==> src/rtl/fifo_wr_arbiter_if.sv <==
// Requester and FIFO write-port bundle shared by the write-side arbiter.
// The master modport is the arbiter; the slave modport is its environment
// (the requesters plus the FIFO write port).
interface fifo_wr_arbiter_if #(
  parameter int DSIZE = 8,
  parameter int ASIZE = 10,
  parameter int NREQ  = 4
);
  logic [NREQ-1:0]       req_valid;
  logic [NREQ*DSIZE-1:0] req_data;
  logic [NREQ-1:0]       req_last;
  logic [NREQ-1:0]       req_ready;
  logic [NREQ-1:0]       grant;
  logic                  busy;
  logic [DSIZE-1:0]      wdata;
  logic                  w_en;
  logic                  w_full;
  logic [ASIZE-1:0]      wuse;

  modport master (
    input  req_valid, req_data, req_last, w_full, wuse,
    output req_ready, grant, busy, wdata, w_en
  );

  modport slave (
    output req_valid, req_data, req_last, w_full, wuse,
    input  req_ready, grant, busy, wdata, w_en
  );
endinterface

==> src/rtl/fifo_wr_arbiter.sv <==
// Round-robin, burst-granular write scheduler for the shared stream FIFO.
// A grant is only issued while the FIFO reports room (wuse below AF_LEVEL);
// once granted, a burst runs until the requester's last beat or MAX_BURST
// beats, with every beat gated by w_full. One IDLE cycle separates bursts.
module fifo_wr_arbiter #(
  parameter int DSIZE     = 8,
  parameter int ASIZE     = 10,
  parameter int NREQ      = 4,
  parameter int MAX_BURST = 16,
  parameter int AF_LEVEL  = 1000
) (
  input  logic               wclk,
  input  logic               rst_n,
  fifo_wr_arbiter_if.master  bus
);

  localparam int IDX_W = $clog2(NREQ);
  localparam int CNT_W = $clog2(MAX_BURST + 1);

  localparam logic [IDX_W:0]   NREQ_W     = (IDX_W + 1)'(NREQ);
  localparam logic [IDX_W-1:0] PTR_RST    = IDX_W'(NREQ - 1);
  localparam logic [CNT_W-1:0] CNT_LAST   = CNT_W'(MAX_BURST - 1);
  localparam logic [31:0]      AF_LEVEL_U = AF_LEVEL;

  typedef enum logic {IDLE = 1'b0, XFER = 1'b1} state_t;

  state_t           state, state_nxt;
  logic [NREQ-1:0]  grant, grant_nxt;
  logic             busy, busy_nxt;
  logic [IDX_W-1:0] gidx, gidx_nxt;
  logic [IDX_W-1:0] last_ptr, last_ptr_nxt;
  logic [CNT_W-1:0] beat_cnt, beat_cnt_nxt;

  logic [IDX_W-1:0] sel_idx;
  logic             sel_found;
  logic             room;
  logic             beat;
  logic             burst_end;
  logic [NREQ-1:0]  ready;
  logic [DSIZE-1:0] wdata;
  logic             w_en;

  // wuse is an overestimate that lags the FIFO, so this admission test is conservative
  assign room = (32'(bus.wuse) < AF_LEVEL_U);

  // Round-robin pick: scan last_ptr+1 .. last_ptr+NREQ downwards so the nearest valid requester wins
  always_comb begin
    logic [IDX_W:0]   sum;
    logic [IDX_W-1:0] idx;
    sel_found = 1'b0;
    sel_idx   = '0;
    sum       = '0;
    idx       = '0;
    for (int k = NREQ; k >= 1; k--) begin
      sum = {1'b0, last_ptr} + (IDX_W + 1)'(k);
      if (sum >= NREQ_W) sum = sum - NREQ_W;
      idx = sum[IDX_W-1:0];
      if (bus.req_valid[idx]) begin
        sel_found = 1'b1;
        sel_idx   = idx;
      end
    end
  end

  // Datapath and handshake for the granted requester; everything is forced quiet while in reset
  always_comb begin
    ready     = '0;
    wdata     = '0;
    beat      = 1'b0;
    burst_end = 1'b0;
    if (rst_n && state == XFER) begin
      ready = grant & {NREQ{~bus.w_full}};
      for (int i = 0; i < NREQ; i++) begin
        if (gidx == IDX_W'(i)) wdata = bus.req_data[i*DSIZE +: DSIZE];
      end
      beat      = bus.req_valid[gidx] & ~bus.w_full;
      burst_end = beat & (bus.req_last[gidx] | (beat_cnt == CNT_LAST));
    end
    w_en = beat;
  end

  // Next-state logic: grant on room+request, release on last beat or burst limit, hold otherwise
  always_comb begin
    state_nxt    = state;
    grant_nxt    = grant;
    busy_nxt     = busy;
    gidx_nxt     = gidx;
    last_ptr_nxt = last_ptr;
    beat_cnt_nxt = beat_cnt;
    unique case (state)
      IDLE: begin
        if (sel_found && room) begin
          state_nxt    = XFER;
          grant_nxt    = {{(NREQ-1){1'b0}}, 1'b1} << sel_idx;
          busy_nxt     = 1'b1;
          gidx_nxt     = sel_idx;
          beat_cnt_nxt = '0;
        end
      end
      XFER: begin
        if (burst_end) begin
          state_nxt    = IDLE;
          grant_nxt    = '0;
          busy_nxt     = 1'b0;
          last_ptr_nxt = gidx;
          beat_cnt_nxt = '0;
        end else if (beat) begin
          beat_cnt_nxt = beat_cnt + 1'b1;
        end
      end
      default: begin
        state_nxt = IDLE;
        grant_nxt = '0;
        busy_nxt  = 1'b0;
      end
    endcase
  end

  // State register with synchronous active-low reset
  always_ff @(posedge wclk) begin
    if (!rst_n) begin
      state    <= IDLE;
      grant    <= '0;
      busy     <= 1'b0;
      gidx     <= '0;
      last_ptr <= PTR_RST;
      beat_cnt <= '0;
    end else begin
      state    <= state_nxt;
      grant    <= grant_nxt;
      busy     <= busy_nxt;
      gidx     <= gidx_nxt;
      last_ptr <= last_ptr_nxt;
      beat_cnt <= beat_cnt_nxt;
    end
  end

  assign bus.req_ready = ready;
  assign bus.grant     = grant;
  assign bus.busy      = busy;
  assign bus.wdata     = wdata;
  assign bus.w_en      = w_en;

endmodule

==> src/flat_wrapper.sv <==
// flat-port wrapper written by rule: the top's interface ports become plain ports
module fifo_wr_arbiter_flat 
#(
  parameter int DSIZE     = 8,
  parameter int ASIZE     = 10,
  parameter int NREQ      = 4,
  parameter int MAX_BURST = 16,
  parameter int AF_LEVEL  = 1000
)
  (wclk, rst_n, bus_req_valid, bus_req_data, bus_req_last, bus_w_full, bus_wuse, bus_req_ready, bus_grant, bus_busy, bus_wdata, bus_w_en);
  fifo_wr_arbiter_if #(.DSIZE(DSIZE), .ASIZE(ASIZE), .NREQ(NREQ)) bus_i ();
  input  logic wclk;
  input  logic rst_n;
  input wire logic [$bits(bus_i.req_valid)-1:0] bus_req_valid;
  input wire logic [$bits(bus_i.req_data)-1:0] bus_req_data;
  input wire logic [$bits(bus_i.req_last)-1:0] bus_req_last;
  input wire logic [$bits(bus_i.w_full)-1:0] bus_w_full;
  input wire logic [$bits(bus_i.wuse)-1:0] bus_wuse;
  output wire logic [$bits(bus_i.req_ready)-1:0] bus_req_ready;
  output wire logic [$bits(bus_i.grant)-1:0] bus_grant;
  output wire logic [$bits(bus_i.busy)-1:0] bus_busy;
  output wire logic [$bits(bus_i.wdata)-1:0] bus_wdata;
  output wire logic [$bits(bus_i.w_en)-1:0] bus_w_en;
  assign bus_i.req_valid = bus_req_valid;
  assign bus_i.req_data = bus_req_data;
  assign bus_i.req_last = bus_req_last;
  assign bus_i.w_full = bus_w_full;
  assign bus_i.wuse = bus_wuse;
  assign bus_req_ready = bus_i.req_ready;
  assign bus_grant = bus_i.grant;
  assign bus_busy = bus_i.busy;
  assign bus_wdata = bus_i.wdata;
  assign bus_w_en = bus_i.w_en;
  fifo_wr_arbiter #(.DSIZE(DSIZE), .ASIZE(ASIZE), .NREQ(NREQ), .MAX_BURST(MAX_BURST), .AF_LEVEL(AF_LEVEL)) u_core (.wclk(wclk), .rst_n(rst_n), .bus(bus_i));
endmodule
==> config.mk <==
export PLATFORM = sky130hd
export DESIGN_NAME = fifo_wr_arbiter_flat
export DESIGN_NICKNAME = d
export VERILOG_FILES = /design/src/rtl/fifo_wr_arbiter_if.sv /design/src/rtl/fifo_wr_arbiter.sv /design/src/flat_wrapper.sv
export SDC_FILE = /design/constraint.sdc
export NUM_CORES = 1
export LEC_CHECK = 0
export ABC_AREA = 0
export BUFFER_PORTS_ARGS = -buffer_cell sky130_fd_sc_hd__buf_2
export CAP_MARGIN = 0
export CORE_MARGIN = 2
export CORE_UTILIZATION = 42
export CTS_CLUSTER_SIZE = 20
export DETAILED_ROUTE_END_ITERATION = 8
export PLACE_DENSITY = 0.79
export SETUP_SLACK_MARGIN = 0.3
export SLEW_MARGIN = 10
export SYNTH_ARGS = -nofsm -noshare
export SYNTH_HDL_FRONTEND = slang
export SYNTH_SLANG_ARGS = --single-unit
==> constraint.sdc <==
create_clock -name wclk -period 2.4 [get_ports wclk]
set_clock_uncertainty 0.2 [all_clocks]
set_input_delay 0.72 -clock wclk [delete_from_list [all_inputs] [get_ports wclk]]
set_output_delay 0.72 -clock wclk [all_outputs]
set_load 0.02 [all_outputs]
# Word level (Yosys, flattened, before mapping)
# Cells that the tools add are included.
[op_classes]
addsub = 9
magnitude_cmp = 10
n_eq_ne = 7
n_shift = 1
muxes = 45
n_bitwise = 6
n_reduce_logical = 7
[ops]
columns = ["operator", "n"]
rows = [
  ["8-bit 2-to-1 mux", 5],
  ["1-bit 2-to-1 mux", 16],
  ["2-bit 2-to-1 mux", 8],
  ["2-bit by 3-bit < comparator with 1-bit output, second input constant", 5],
  ["5-bit 2-to-1 mux", 3],
  ["1-bit binary-select mux with 2-bit select", 6],
  ["3-bit greater-or-equal comparator, second input constant", 4],
  ["4-bit 2-to-1 mux", 3],
  ["10-bit < comparator, second input constant", 1],
  ["5-bit case mux with 2 select lines", 1],
  ["4-bit case mux with 2 select lines", 1],
  ["2-bit AND reduction", 4],
  ["2-bit by 1-bit subtractor with 2-bit output, second input constant", 4],
  ["2-bit by 2-bit adder with 3-bit output, second input constant", 2],
  ["5-bit by 1-bit adder with 5-bit output, second input constant", 1],
  ["5-bit by 4-bit == test with 1-bit output, second input constant", 1],
  ["4-bit AND", 1],
  ["2-bit == test, second input constant", 2],
  ["1-bit case mux with 2 select lines", 2],
  ["1-bit by 2-bit << shifter with 4-bit output, first input constant", 1],
  ["2-bit by 1-bit adder with 3-bit output, second input constant", 1],
  ["2-bit by 3-bit adder with 3-bit output, second input constant", 1],
  ["3-bit != test, second input constant", 1],
  ["1-bit AND", 2],
  ["7 further kinds", 9],
]
[word_totals]
regBits = 15
in_bits = 53
out_inout_bits = 18
wordCells = 91

# Logic depth before layout (Yosys ltp)
# Gate-level depths: netlist (run 1).
[depth]
depth_word = 12
ltp_mapped = 7

# Worst setup path after synthesis (run 1)
# No wires, ideal clock.
[synth_path]
path_kind = "input port to output port"
startpoint = "in bus_req_valid[3]"
endpoint = "out bus_w_en"
t_arrival_ps = 1479
t_required_ps = 1480
setup_slack_ps = 1
stages = 3
path_cell_list = "mux4_2 nand2_2 inv_1"
[synth_between]
elab_chain_len = 4
[synth_lines]
columns = ["element", "line_no", "source"]
rows = [
  ["start, declared", "flat_wrapper.sv:14", "input wire logic [$bits(bus_i.req_valid)-1:0] bus_req_valid;"],
  ["1-bit binary-select mux with 2-bit select", "fifo_wr_arbiter.sv:76", "beat = bus.req_valid[gidx] & ~bus.w_full;"],
  ["1-bit 2-to-1 mux (not written as such)", "fifo_wr_arbiter.sv:76", ""],
  ["1-bit AND", "fifo_wr_arbiter.sv:76", ""],
  ["1-bit 2-to-1 mux", "fifo_wr_arbiter.sv:71", "if (rst_n && state == XFER) begin"],
  ["end, declared", "flat_wrapper.sv:23", "output wire logic [$bits(bus_i.w_en)-1:0] bus_w_en;"],
]
# No other way between the ends. The select of a mux whose other input is x is not followed.

# Worst setup path after layout (run 1)
[layout_path]
startpoint = "reg u_core.gidx[0]"
endpoint = "out bus_wdata[6]"
[layout_between]
elab_chain_len = 6
elab_cells_between_ends = 9
[layout_lines]
columns = ["element", "line_no", "source"]
rows = [
  ["start, declared", "fifo_wr_arbiter.sv:30", "logic [IDX_W-1:0] gidx, gidx_nxt;"],
  ["start signal, assigned", "fifo_wr_arbiter.sv:132", "gidx <= gidx_nxt;"],
  ["2-bit logical NOT", "fifo_wr_arbiter.sv:74", "if (gidx == IDX_W'(i)) wdata = bus.req_data[i*DSIZE +: DSIZE];"],
  ["8-bit 2-to-1 mux (3 in a row)", "fifo_wr_arbiter.sv:74", ""],
  ["8-bit 2-to-1 mux (*)", "fifo_wr_arbiter.sv:74", ""],
  ["8-bit 2-to-1 mux (*)", "fifo_wr_arbiter.sv:71", ""],
  ["end, declared", "flat_wrapper.sv:22", "output wire logic [$bits(bus_i.wdata)-1:0] bus_wdata;"],
]
# Mark *: on every way between the ends. The rest lies on a longest branch, timed or not.

==> results of run 1 <==
[cells by family after synthesis]
kind of cell / count (synthesis) / share of synthesized area
AO/OA/AOI/OAI: 31 / 0.195
buffers and inverters: 12 / 0.0570
AND/OR/NAND/NOR: 51 / 0.265
adder cells (fa/ha/maj): 2 / 0.0219
multiplexers: 11 / 0.197
flip-flops: 15 / 0.263
[path summary, 6_finish.rpt]
kind                            from                  end  slack, ps  cells past startpoint
setup / recovery      u_core.gidx[0]         bus_wdata[6]       -210                      4
hold / removal    u_core.beat_cnt[4]   u_core.beat_cnt[4]        290                      2
hold reg to reg   u_core.beat_cnt[4]   u_core.beat_cnt[4]        290                      2
setup reg to reg      u_core.gidx[0]  u_core.bus.grant[2]        390                      8
[per-layer routing]
layer | global-route usage | vias to the layer above | share of wire
met1 | 0.299 | 689 | 0.38
met5 | 0 | - | 0
li1 | - | 667 | -
met2 | 0.472 | 96 | 0.52
met3 | 0.0488 | 14 | 0.076
met4 | 0.0782 | 0 | 0.025
[cells in the mapped netlist, types with 3 or more instances]
library cell / n
inv_1: 4
clkbuf_1: 3
o32ai_1: 4
o21ai_0: 8
dfxtp_1: 15
a21oi_1: 5
nand2b_1: 4
nor2_1: 3
mux4_2: 9
and3_1: 9
and2_1: 4
nand2_1: 3
nand3_1: 13
o211ai_1: 3
nand4_1: 4
[where the power goes]
group	internal, uW	leakage (uW)	switching [uW]	total, uW
Sequential	261	0.000124	11.7	273
Clock	62.0	0.0000177	84.5	147
Combinational	196	0.000737	153	349
[sequential cells by signal (all words and copies together), names as in the netlist]
signal / count
u_core.beat_cnt: 5
u_core.state: 1
u_core.bus.busy: 1
u_core.bus.grant: 4
u_core.gidx: 2
u_core.last_ptr: 2
[final cells by class]
type                       count  area, sq um
inverter                       5         18.8
fill                         142          503
multi-input combinational     95          901
clock inverter                 1         5.00
timing repair buffer          94          728
sequential                    15          307
clock buffer                   3         22.5
tap                           30         37.5
[per-stage QoR]
step | instance area [sq um] | setup slack [ps] | total power [uW] | std cells | TNS [ps]
after floorplan | 1200 | 0.578 | 431 | 122 | 0
after global placement | 1660 | -164 | 528 | 227 | -1170
final | 2020 | -208 | 768 | 243 | -1310
after detailed placement | 1660 | -166 | 536 | 227 | -1360
after global routing | 2020 | -255 | 807 | 243 | -1730
after CTS | 1890 | -167 | 729 | 237 | -1220
[what timing repair did]
item,4_1_cts,5_1_grt
buffers inserted,5,5
gates resized for setup,39,16
gates cloned,1,1
pin swaps,6,12
setup endpoints to repair,19,20
[tightest hold or removal path, stage by stage, from the launching register on]
cell	delay (ps)
dfxtp_1	320
nand4_1	60
o21ai_1	70
[layout by cell type (no fill, tap or decap), types with 2 or more instances in the layout]
| cell type | Yosys | routed |
|---|---|---|
| and2_4 | 0 | 4 |
| o32ai_1 | 4 | 2 |
| buf_12 | 0 | 2 |
| nand3_1 | 13 | 13 |
| o32ai_2 | 0 | 2 |
| nand4_1 | 4 | 4 |
| mux4_2 | 9 | 9 |
| dfxtp_2 | 0 | 2 |
| buf_2 | 1 | 49 |
| o211ai_1 | 3 | 3 |
| inv_1 | 4 | 3 |
| o211a_1 | 2 | 2 |
| buf_4 | 0 | 19 |
| dfxtp_1 | 15 | 12 |
| mux2_2 | 2 | 2 |
| nand2b_1 | 4 | 3 |
| clkbuf_4 | 1 | 3 |
| or3_1 | 2 | 2 |
| nand2_1 | 3 | 3 |
| a211oi_1 | 2 | 2 |
| o21ai_1 | 1 | 2 |
| o21ai_0 | 8 | 7 |
| nor2_1 | 3 | 3 |
| and3_4 | 0 | 8 |
| a21oi_1 | 5 | 4 |
| buf_6 | 2 | 22 |
==> impl_metrics.ini, run 1 <==
[finish]
diodes = 0
post-route-util = 0.801
drive_gt1_frac = 0.653
nets = 269
area_growth_pct = 77.0

[worst_setup_path]
worstPathArrival_ps = 1690
critical-path-max-stage-delay_ps = 530
cpLargestDelayFamily = multiplexers
cp_cell_sequence = buf_12 -> mux4_2 -> and3_4 -> buf_6
crit_path_top_delay_cell = mux4_2
crit_buf_inv = 2
endpoint_kind = output pin
cp-start-kind = flop
crit_type = flop to output pin
cp_max_fo = 5
cp_data_required_time_ps = 1480

[placed_design]
io_buffers = 67
dp_hpwl_um = 2690
place.gp.congestion = 0.760

[routing]
wl_um = 4270
drc = 0
vias_per_cell = 6.03
dr.pass1.iters = 4
postRouteAntennaNets = 0
drtIter0Drc = 43
via_count = 1466
wl_per_cell_um = 17.6

[timing]
grt_setup_unrepaired = true
fin_ws_ps = -208
fmax_mhz = 383
relSlewSlack = 0.702
hold_violations = 0
fin_hold_ws_ps = 294
post-route-min-period_ps = 2610
fin_crit_sh = 1.09
worst_pin_slew_ps = 445
finalSetupViolCount = 9
slew_viol_final = 0

[clocking]
htreeDepth = 1
tritoncts = done
root_buffer = clkbuf_4
clk_latency_ps = 290
cts_sinks = 15
cts.clk_slew.worst_paths_ps = 90
cts_buffers = 3
clockBufferDepth = 2
hold_buffers = 0

[synthesis]
synthArstFlopShare = 0
synth_edf_count = 0
synth_top_area_share = 0.263
syn-num-nets = 177
netlist_instances = 122
synth_cell_types = 39
ys.flop_type = dfxtp_1
yosys_warnings = 0
syn_area_sq_um = 1140
ys_seq_area_frac = 0.263
synth.area.top_cells = dfxtp_1, mux4_2, nand3_1, and3_1, o21ai_0
synth_top_area_cell = dfxtp_1
avgSynthCellArea_sq_um = 9.35
synth-seq-cells = 15

[run]
maxCapViolCount = 0

[floorplan]
die_h_um = 56.1
core-area_sq_um = 2520
initial_core_util = 0.452
die_area_sq_um = 3150
io_pins = 71
die_w_um = 56.1
rows = 18

[outcome]
violations = negative setup slack
status = finished with violations

[global_routing]
grt_pass1_vias = 1418
grt_util_all_layers = 0.257
grt_pass1_wl_um = 6510
grt-ovfl-total = 0
antenna_found_initial = 0
grt_max_degree = 21

[power]
power.density_nw_per_um2 = 380
ir_drop_v = 0.000354
leakage_uw = 0.000879

[min_path]
hp-class = flop to flop
(Power assumes the default switching activity.)
==> run 2, diff against run 1 <==
Settings changed: CTS_BUF_LIST set to sky130_fd_sc_hd__clkbuf_16, PLACE_DENSITY 0.79 to unset, PLACE_DENSITY_LB_ADDON set to 0.05.
==> run 2 against run 1 <==
  * The run still ends with negative setup slack left
  * Sequential share of layout area fell by 1.5 points
  * Largest cell class unchanged
  * Via count increased by 6.6%
  * Critical endpoint is now bus_w_en
  * Worst hold slack better by 5.5 ps
  * Highest routed layer unchanged
==> impl_metrics.ini, run 2 (synthesis results as in run 1) <==
[outcome]
status = finished with violations
violations = negative setup slack

[finish]
largest_register_ffs = 5
area_growth_pct = 99.2
drive_gt1_frac = 0.699
largest-register = u_core.beat_cnt
diodes = 0
layout_commonest_cell = buf_6
nets = 272
top_regs = u_core.beat_cnt: 5 flops, u_core.bus.grant: 4 flops
final_cell_mix = buf_6, buf_2, buf_4

[routing]
postRouteAntennaNets = 0
dr.pass1.iters = 4
via_count = 1563
wl_um = 5450
wl_per_cell_um = 22.2
drc = 0
vias_per_cell = 6.35
drtIter0Drc = 107

[floorplan]
rows = 18
io_pins = 71
die_area_sq_um = 3150
die_w_um = 56.1
die_h_um = 56.1
core-area_sq_um = 2520
initial_core_util = 0.452

[placed_design]
io_buffers = 67
dp_worst_setup_slack_ps = -179
dp_hpwl_um = 2680
place.gp.congestion = 0.765

[power]
power.total_uw = 1010
ir_drop_v = 0.000593
power.density_nw_per_um2 = 444
leakage_uw = 0.000970

[timing]
hold_violations = 0
relSlewSlack = 0.721
slew_viol_final = 0
fin_crit_sh = 1.06
post-route-min-period_ps = 2550
fmax_mhz = 393
grt_setup_unrepaired = true
fin_ws_ps = -146
worst_pin_slew_ps = 416
finalSetupViolCount = 9

[worst_setup_path]
cp-start-kind = input port
worstPathArrival_ps = 1630
crit_type = input port to output pin
cp_max_fo = 2
crit_path_start = bus_req_valid[3]
rr_worst_depth = 8
endpoint_kind = output pin
r2r_start = u_core.gidx[0]
cp_data_required_time_ps = 1480

[global_routing]
grt_max_degree = 21
antenna_found_initial = 0
grt_pass1_wl_um = 7130
grt_pass1_vias = 1498
grt_util_all_layers = 0.283
grt-ovfl-total = 0

[min_path]
hp-start = u_core.beat_cnt[4]
hp-class = flop to flop
whs_path_depth = 2

[run]
maxCapViolCount = 0

[clocking]
htreeDepth = 1
clk_latency_ps = 250
cts_sinks = 15
cts_buffers = 3
cts.clk_slew.worst_paths_ps = 50
tritoncts = done
hold_buffers = 0
clockBufferDepth = 2
root_buffer = clkbuf_16
[run 2: layer usage]
layer  wire, um  part of all wire  up-vias  track usage
met5          0                 0        -            0
met2       2910              0.53      103        0.513
li1           -                 -      674            -
met1       1890              0.35      760        0.328
met4        257             0.047        0       0.0986
met3        387             0.071       26       0.0558
[run 2: final timing paths]
path	endpoint	slack, ps
worst max-delay path	bus_w_en	-150
worst max register to register	u_core.bus.grant[2]	340
worst min-delay path	u_core.beat_cnt[4]	300
worst min register to register	u_core.beat_cnt[4]	300
[run 2: where the power goes]
group	internal, uW	switching (uW)
registers	260	12.0
clock network	223	111
logic	229	173
[run 2: per-stage QoR]
stage          cells  area [sq um]  hold slack [ps]  utilization  TNS (ps)
2_1_floorplan    122          1200              252            -         0
3_3_place_gp     227          1660              260        0.656     -1170
3_5_place_dp     227          1660              272        0.656     -1340
4_1_cts          241          2090              289        0.829      -883
5_1_grt          246          2270              330        0.901     -1190
6_report         246          2270              300        0.901      -986
[run 2: worst max-delay path, cell delays in order]
cell and delay (ps):
buf_6 100, mux4_2 520, nand2_2 120, inv_2 50, buf_6 120
[run 2: timing repair]
action | in CTS | in global routing
pin swaps | 11 | 14
buffers inserted | 8 | 5
endpoints found under the setup margin | 18 | 26
gates resized for setup | 56 | 30
gates cloned | 2 | 0
[run 2: final cells by class]
class | count | area (sq um)
fillers | 118 | 249
repair buffers | 97 | 862
well taps | 30 | 37.5
inverters | 5 | 18.8
flip-flops and latches | 15 | 312
clock buffers | 3 | 75.1
multi-input cells | 95 | 963
clock inverters | 1 | 5.00
==> run 3, diff against run 2 <==
Settings changed: ABC_AREA 0 to unset, BUFFER_PORTS_ARGS -buffer_cell sky130_fd_sc_hd__buf_2 to -buffer_cell sky130_fd_sc_hd__clkbuf_2.
==> run 3 against run 2 <==
  * The run still ends with negative setup slack left
  * Sequential share of layout area increased by 0.31 points
  * Worst setup slack improved by 2.0 ps
  * Die area unchanged
  * First-iteration DRC count shrank 25%
  * Total power is 2.4% lower
  * Sequential power hardly changed
  * Final cell count fell by 0.41%
  * Fmax about the same
  * Flip-flop and latch count did not move
  * Clock power about the same
  * Wire length down 19%
==> impl_metrics.ini, run 3 (synthesis results as in run 1) <==
[timing]
post-route-min-period_ps = 2540
finalSetupViolCount = 9
fin_hold_ws_ps = 288
relSlewSlack = 0.732
fin_setup_tns_ps = -929
hold_violations = 0
worst_pin_slew_ps = 398
fmax_mhz = 393
grt_setup_unrepaired = true
slew_viol_final = 0
fin_crit_sh = 1.06
fin_ws_ps = -144

[power]
power.density_nw_per_um2 = 452
power.total_uw = 984
ir_drop_v = 0.000425
leakage_uw = 0.000945

[clocking]
cts_buffers = 3
cts_sinks = 15
tritoncts = done
root_buffer = clkbuf_16
clockBufferDepth = 2
hold_buffers = 0
clk_latency_ps = 250
cts.clk_slew.worst_paths_ps = 50
htreeDepth = 1

[finish]
post-route-util = 0.864
nets = 271
layout_commonest_cell = clkbuf_2
diodes = 0
final_cell_mix = clkbuf_2, buf_4, buf_6
fill_cells = 138
largest_register_ffs = 5
drive_gt1_frac = 0.698
area_growth_pct = 90.9
largest-register = u_core.beat_cnt
top_regs = u_core.beat_cnt: 5 flops, u_core.bus.grant: 4 flops

[worst_setup_path]
r2r_start = u_core.beat_cnt[0]
cp_data_required_time_ps = 1480
cp-start-kind = input port
cpLargestDelayFamily = multiplexers
crit_buf_inv = 3
worstPathArrival_ps = 1620
crit_type = input port to output pin
cp_cell_sequence = buf_6 -> mux4_2 -> nand2_2 -> inv_2 -> buf_8
crit_path_start = bus_req_valid[3]
cp_max_fo = 2
critical-path-max-stage-delay_ps = 520
endpoint_kind = output pin
crit_path_top_delay_cell = mux4_2

[routing]
drc = 0
dr.pass1.iters = 4
wl_um = 4410
drtIter0Drc = 80
wl_per_cell_um = 18.0
via_count = 1470
vias_per_cell = 6.00
postRouteAntennaNets = 0

[floorplan]
core-area_sq_um = 2520
die_h_um = 56.1
die_area_sq_um = 3150
rows = 18
io_pins = 71
die_w_um = 56.1
initial_core_util = 0.452

[global_routing]
grt_pass1_vias = 1445
grt_max_degree = 21
antenna_found_initial = 0
grt-ovfl-total = 0
grt_util_all_layers = 0.254
grt_pass1_wl_um = 6420

[min_path]
hp-start = u_core.beat_cnt[1]
hp-class = flop to flop

[outcome]
status = finished with violations
violations = negative setup slack

[run]
maxCapViolCount = 0

[placed_design]
place.gp.congestion = 0.765
dp_hpwl_um = 2760
io_buffers = 67
==> run 3: worst register-to-register path, delay by kind of cell (launching register included) <==
family / cells / cell delay [ps]
and+or+nand+nor: 3 / 540
DFF: 1 / 380
adders and majority gates: 2 / 370
AOI/OAI and AO/OA: 2 / 290
buffers and inverters: 1 / 150
==> run 3: layout make-up <==
class	count	area [sq um]	share of cell area
Multi-Input combinational cell	95	963	0.442
Timing Repair Buffer	96	774	0.356
Sequential cell	15	305	0.140
Clock buffer	3	75.1	0.0345
Tap cell	30	37.5	0.0172
Inverter	5	18.8	0.00862
Clock inverter	1	3.75	0.00172
==> run 3: power by group <==
group | total (uW) | switching [uW] | internal [uW]
combinational | 377 | 165 | 212
clock | 332 | 111 | 221
sequential | 275 | 13.0 | 262
==> run 3: what timing repair did <==
item / in CTS / in global routing
buffers inserted: 8 / 4
pin swaps: 14 / 13
resized for setup: 23 / 54
hold endpoints to repair: 0 / 0
gates cloned: 1 / 1
setup endpoints to repair: 18 / 27
==> run 3: routing by layer <==
| layer | share of wire | up-vias | GRT usage |
|---|---|---|---|
| met5 | 0 | - | 0 |
| met4 | 0.019 | 0 | 0.105 |
| met3 | 0.083 | 9 | 0.0488 |
| met2 | 0.54 | 79 | 0.450 |
| met1 | 0.36 | 709 | 0.297 |
| li1 | - | 673 | - |
==> run 3: final timing paths <==
path         cells past startpoint                   to  slack [ps]
min reg2reg                      2   u_core.beat_cnt[1]         290
max                              5             bus_w_en        -140
min                              2   u_core.beat_cnt[1]         290
max reg2reg                      8  u_core.bus.grant[2]         350
==> run 3: through the flow <==
step / std cells / cell area (sq um) / setup slack [ps]
floorplan: 122 / 1200 / 0.578
global placement: 227 / 1660 / -154
detailed placement: 227 / 1660 / -146
CTS: 240 / 1960 / -137
global route: 245 / 2180 / -160
finish: 245 / 2180 / -144
